## config.mk

```make
export PLATFORM = sky130hd
export DESIGN_NAME = run_ctrl
export DESIGN_NICKNAME = d
export VERILOG_FILES = /design/src/rtl/run_ctrl.sv
export SDC_FILE = /design/constraint.sdc
export NUM_CORES = 1
export LEC_CHECK = 0
export CAP_MARGIN = 20
export CORE_ASPECT_RATIO = 0.9
export CORE_MARGIN = 1
export CORE_UTILIZATION = 42
export DETAILED_ROUTE_END_ITERATION = 7
export GPL_ROUTABILITY_DRIVEN = 0
export MAX_ROUTING_LAYER = met4
export PLACE_DENSITY = 0.66
export SYNTH_ARGS = -nofsm -noshare
export SYNTH_HDL_FRONTEND = slang
export SYNTH_SLANG_ARGS = --single-unit
```

## constraint.sdc

```tcl
create_clock -name CLOCK_12M -period 3.4 [get_ports CLOCK_12M]
set_clock_uncertainty 0.1 [all_clocks]
set_input_delay 0.34 -clock CLOCK_12M [delete_from_list [all_inputs] [get_ports CLOCK_12M]]
set_output_delay 0.34 -clock CLOCK_12M [all_outputs]
set_load 0.005 [all_outputs]
```

## src/rtl/run_ctrl.sv

```systemverilog
// rtl/run_ctrl.sv - run/restart sequencer: reset hold, counted run with tick divider, done latch
module run_ctrl #(
   parameter int CLK_HZ     = 12000000,
   parameter int RUN_CYCLES = 50000,
   parameter int RST_HOLD   = 16,
   parameter int TICK_HZ    = 1000,
   parameter int CNT_W      = 32
) (
   input  logic             CLOCK_12M,
   input  logic             RESET_N,
   input  logic             start,
   input  logic             pause,
   output logic             sys_rst_n,
   output logic             run_en,
   output logic             tick,
   output logic [CNT_W-1:0] cycle_count,
   output logic             done,
   output logic [1:0]       state
);

   localparam int TICK_DIV = CLK_HZ / TICK_HZ;
   localparam int DIV_W    = $clog2(TICK_DIV);

   localparam logic [DIV_W-1:0] DIV_LAST  = DIV_W'(TICK_DIV - 1);
   localparam logic [DIV_W-1:0] DIV_ONE   = DIV_W'(1);
   localparam logic [7:0]       HOLD_LAST = 8'(RST_HOLD - 1);
   localparam logic [CNT_W-1:0] RUN_LIMIT = CNT_W'(RUN_CYCLES);
   localparam logic [CNT_W-1:0] CNT_ONE   = CNT_W'(1);
   localparam logic [CNT_W-1:0] CNT_MAX   = {CNT_W{1'b1}};
   // A zero run limit means the run never terminates on count.
   localparam bit               LIMITED   = (RUN_CYCLES != 0);

   typedef enum logic [1:0] {
      ST_HOLD    = 2'd0,
      ST_RUN     = 2'd1,
      ST_DONE    = 2'd2,
      ST_ILLEGAL = 2'd3
   } state_t;

   state_t           state_q,     state_d;
   logic [7:0]       hold_q,      hold_d;
   logic [DIV_W-1:0] div_q,       div_d;
   logic [CNT_W-1:0] cnt_q,       cnt_d;
   logic             tick_q,      tick_d;
   logic             sys_rst_n_q, sys_rst_n_d;
   logic             done_q,      done_d;
   logic [CNT_W-1:0] cnt_inc;

   // Saturating increment: with a limit the run stops before this can wrap,
   // without one the count must pin at all-ones.
   assign cnt_inc = (cnt_q == CNT_MAX) ? cnt_q : cnt_q + CNT_ONE;

   // Next-state logic; start overrides everything, including terminal count and pause.
   always_comb begin
      state_d = state_q;
      hold_d  = hold_q;
      div_d   = div_q;
      cnt_d   = cnt_q;
      tick_d  = 1'b0;

      if (start) begin
         state_d = ST_HOLD;
         hold_d  = 8'd0;
         div_d   = '0;
         cnt_d   = '0;
      end else begin
         case (state_q)
            ST_HOLD: begin
               // Pause is ignored here so the hold length is always RST_HOLD cycles.
               if (hold_q == HOLD_LAST) begin
                  state_d = ST_RUN;
                  hold_d  = 8'd0;
               end else begin
                  hold_d = hold_q + 8'd1;
               end
            end
            ST_RUN: begin
               if (!pause) begin
                  if (div_q == DIV_LAST) begin
                     div_d  = '0;
                     tick_d = 1'b1;
                  end else begin
                     div_d = div_q + DIV_ONE;
                  end
                  cnt_d = cnt_inc;
                  if (LIMITED && (cnt_inc == RUN_LIMIT)) begin
                     state_d = ST_DONE;
                     // No tick is ever shown while DONE.
                     tick_d  = 1'b0;
                  end
               end
            end
            ST_DONE: begin
               state_d = ST_DONE;
            end
            default: begin
               state_d = ST_HOLD;
               hold_d  = 8'd0;
               div_d   = '0;
               cnt_d   = '0;
            end
         endcase
      end

      // Registered outputs follow the state being entered, so they line up with state.
      sys_rst_n_d = (state_d != ST_HOLD);
      done_d      = (state_d == ST_DONE);
   end

   // State and registered outputs; RESET_N aborts any run immediately.
   always_ff @(posedge CLOCK_12M or negedge RESET_N) begin
      if (!RESET_N) begin
         state_q     <= ST_HOLD;
         hold_q      <= 8'd0;
         div_q       <= '0;
         cnt_q       <= '0;
         tick_q      <= 1'b0;
         sys_rst_n_q <= 1'b0;
         done_q      <= 1'b0;
      end else begin
         state_q     <= state_d;
         hold_q      <= hold_d;
         div_q       <= div_d;
         cnt_q       <= cnt_d;
         tick_q      <= tick_d;
         sys_rst_n_q <= sys_rst_n_d;
         done_q      <= done_d;
      end
   end

   assign run_en      = (state_q == ST_RUN) && !pause;
   assign sys_rst_n   = sys_rst_n_q;
   assign tick        = tick_q;
   assign cycle_count = cnt_q;
   assign done        = done_q;
   assign state       = state_q;

endmodule

```

==> impl_metrics.yaml, run 1 <==
run_status:
  status: "completed"
logic_synthesis:
  synthesis.area_um2: 4120
  yosysMostFrequentCell: "dfrtp_1"
  ys.flop_type: "dfrtp_1"
  synth_area_leader_cell: "dfrtp_1"
  async_flop_share: 1.00
  ys_seq_area_frac: 0.358
  syn_inst: 502
  synth_top_area_frac: 0.358
  synth-edff-count: 0
  syn_avg_cell_area_um2: 8.21
  yosys-top-cells-count: "59 x dfrtp_1, 58 x nand2_1, 50 x o21ai_0, 43 x nor2_1, 39 x a21oi_1"
  synth.ff_latch_count: 59
  ys_warn_count: 0
  synth_nets: 513
  yosysUniqueCellTypes: 63
  yosys-top-cells-area: "dfrtp_1 36%, o21ai_0 6.1%, nand2_1 5.3%"
sta:
  finalCritPeriodShare: 0.953
  fmax_mhz: 309
  setup_tns_ns: 0
  worst_pin_slew_ns: 0.494
  fin_crit_ns: 3.24
  rsz0062_at_grt: "false"
  max_slew_margin: 0.671
  hold_viol_final: 0
  final_max_slew_viol_count: 0
  setup_viol: 0
route:
  initialDrtViolationCount: 407
  vias: 4387
  ant_nets: 0
  drtPass1Iterations: 5
  drc: 0
  via_per_inst: 6.40
  totalWireLength_um: 12600
  wl_per_cell_um: 18.4
pwr:
  ir_drop_mv: 0.185
  pwr_density_cell_nw_per_um2: 305
  power_mw: 1.56
  leakage_nw: 2.08
cts:
  h-tree-depth: 3
  cts_buffers: 9
  cts_sinks: 59
  cts_tree: "done"
  insertion_delay_ns: 0.35
  clk_pin_slew_worst_paths_ns: 0.07
  clockRootBuffer: "clkbuf_8"
  cts_max_path_buffers: 2
final_layout:
  fill_cells: 889
  syn_to_final_growth_pct: 23.7
  fin_util: 0.547
  final_nets: 569
  antennaDiodeCount: 0
  drive_gt1_frac: 0.151
die:
  std_cell_rows: 33
  die_y_um: 96.0
  die_w_um: 106
  coreArea_um2: 9330
  io_pins: 42
  initial_core_util: 0.442
  dieArea_um2: 10200
worst_setup_path:
  worst_ep_required_time_ns: 3.58
  critPathCaptureType: "flip-flop"
  path_class: "flip-flop to flip-flop"
  cp_max_fo: 6
  worst_setup_path_start_kind: "flip-flop"
  cp.arrival_ns: 3.42
grt:
  grt_pass1_wl_um: 20300
  antenna_found_initial: 0
  overflow: 0
  grt_max_degree: 28
  grt_usage: 0.267
  grt_pass1_vias: 3782
placement:
  portBuffers: 41
  dp_hpwl_um: 9150
min_path:
  hold_class: "input pin to async pin"
job:
  drv_cap: 0
## cells in the final DEF, fill, tap and decap left out, types with 6 or more instances in the layout
cell type and count:
a21oi_1 39, a31oi_1 7, and3_1 17, and4_1 9
buf_4 35, clkbuf_8 10, clkdlybuf4s50_1 40, dfrtp_1 56
ha_1 6, nand2_1 57, nand2b_1 6, nand3_1 27
nand4_1 16, nor2_1 42, nor3_1 7, nor4_1 6
o21ai_0 50, o31ai_1 11, o41ai_1 6, or4_1 7
xnor2_1 6, xor2_1 7
## logic make-up after synthesis
logic type | count (synthesis) | synth area share
AND/OR/NAND/NOR | 239 | 0.327
multiplexers | 1 | 0.00273
XOR/XNOR | 13 | 0.0276
flip-flops | 59 | 0.358
adder cells (fa/ha/maj) | 7 | 0.0212
buffers and inverters | 36 | 0.0398
AO/OA/AOI/OAI | 147 | 0.224
## path summary, 6_finish.rpt
check                      slack [ns]                     endpoint  cells after the start                        start
max                              0.16               done$_DFF_PN0_                      8  cycle_count[24]$_DFFE_PN0P_
min                              0.38   cycle_count[0]$_DFFE_PN0P_                      2                      RESET_N
max reg2reg                      0.16               done$_DFF_PN0_                      8  cycle_count[24]$_DFFE_PN0P_
min reg2reg                      0.40        div_q[10]$_DFFE_PN0P_                      1        div_q[10]$_DFFE_PN0P_
max in group asynchronous        2.16  cycle_count[17]$_DFFE_PN0P_                      3                      RESET_N
min in group CLOCK_12M           0.40        div_q[10]$_DFFE_PN0P_                      1        div_q[10]$_DFFE_PN0P_
## cell type report
type | instances | area (µm²) | share of cell area
Multi-Input combinational cell | 407 | 2550 | 0.500
Sequential cell | 59 | 1480 | 0.290
Timing Repair Buffer | 77 | 678 | 0.133
Tap cell | 122 | 153 | 0.0299
Clock buffer | 10 | 138 | 0.0270
Clock inverter | 6 | 88.8 | 0.0174
Inverter | 4 | 15.0 | 0.00294
## worst max-delay path, stage by stage (launching register included)
cell	delay, ns
dfrtp_1	0.42
nand4_1	0.38
nor4_4	0.60
nor4b_1	0.12
xor2_1	0.18
nor4_1	0.41
nand4_1	0.22
or4_4	0.59
a21boi_1	0.15
## stage by stage
stage	hold WS, ns	cell area (µm²)	worst slack (ns)	instances
2_1_floorplan	-0.0556	4120	0.368	502
3_3_place_gp	0.211	4770	0.0895	664
3_5_place_dp	0.222	4770	0.0663	664
4_1_cts	0.374	5010	0.0374	681
5_1_grt	0.423	5100	0.0256	685
6_report	0.377	5100	0.159	685
## where the power goes
part | internal, mW | total, mW | switching (mW) | leakage (nW)
Combinational | 0.0342 | 0.0910 | 0.0568 | 1.16
Clock | 0.432 | 0.747 | 0.314 | 0.108
Sequential | 0.710 | 0.718 | 0.00774 | 0.817
## flip-flops by register name, indices dropped and copies added (netlist names)
name / count
hold_q: 8
tick: 1
sys_rst_n: 1
state: 2
div_q: 14
done: 1
cycle_count: 32
## routing by layer
layer,global-route usage,vias to the layer above,routed length [µm]
li1,-,2003,-
met1,0.373,2094,5660
met2,0.379,251,5390
met3,0.0542,39,1240
met4,0.102,0,303
met5,-,-,0
## what timing repair did
item | in CTS | in global routing
buffers inserted | 0 | 4
hold buffers | 1 | 0
endpoints found under the setup margin | 0 | 4
resized for setup | 0 | 14
endpoints found under the hold margin | 18 | 0
(Power assumes the default switching activity.)
==> run 2: changes to the inputs <==
- SKIP_LAST_GASP: unset -> 1
==> results of run 2 <==
The final DEF is identical to that of run 1; final timing and power are the same.
==> run 3: changes to the inputs <==
--- a/config.mk
+++ b/config.mk
@@ -9,3 +9,2 @@
 export CORE_ASPECT_RATIO = 0.9
-export CORE_MARGIN = 1
 export CORE_UTILIZATION = 42
--- a/constraint.sdc
+++ b/constraint.sdc
@@ -4,2 +4,2 @@
 set_output_delay 0.34 -clock CLOCK_12M [all_outputs]
-set_load 0.005 [all_outputs]
+set_load 0.02 [all_outputs]
==> results of run 3 <==
Same layout as run 1 (identical final DEF). Status: completed.
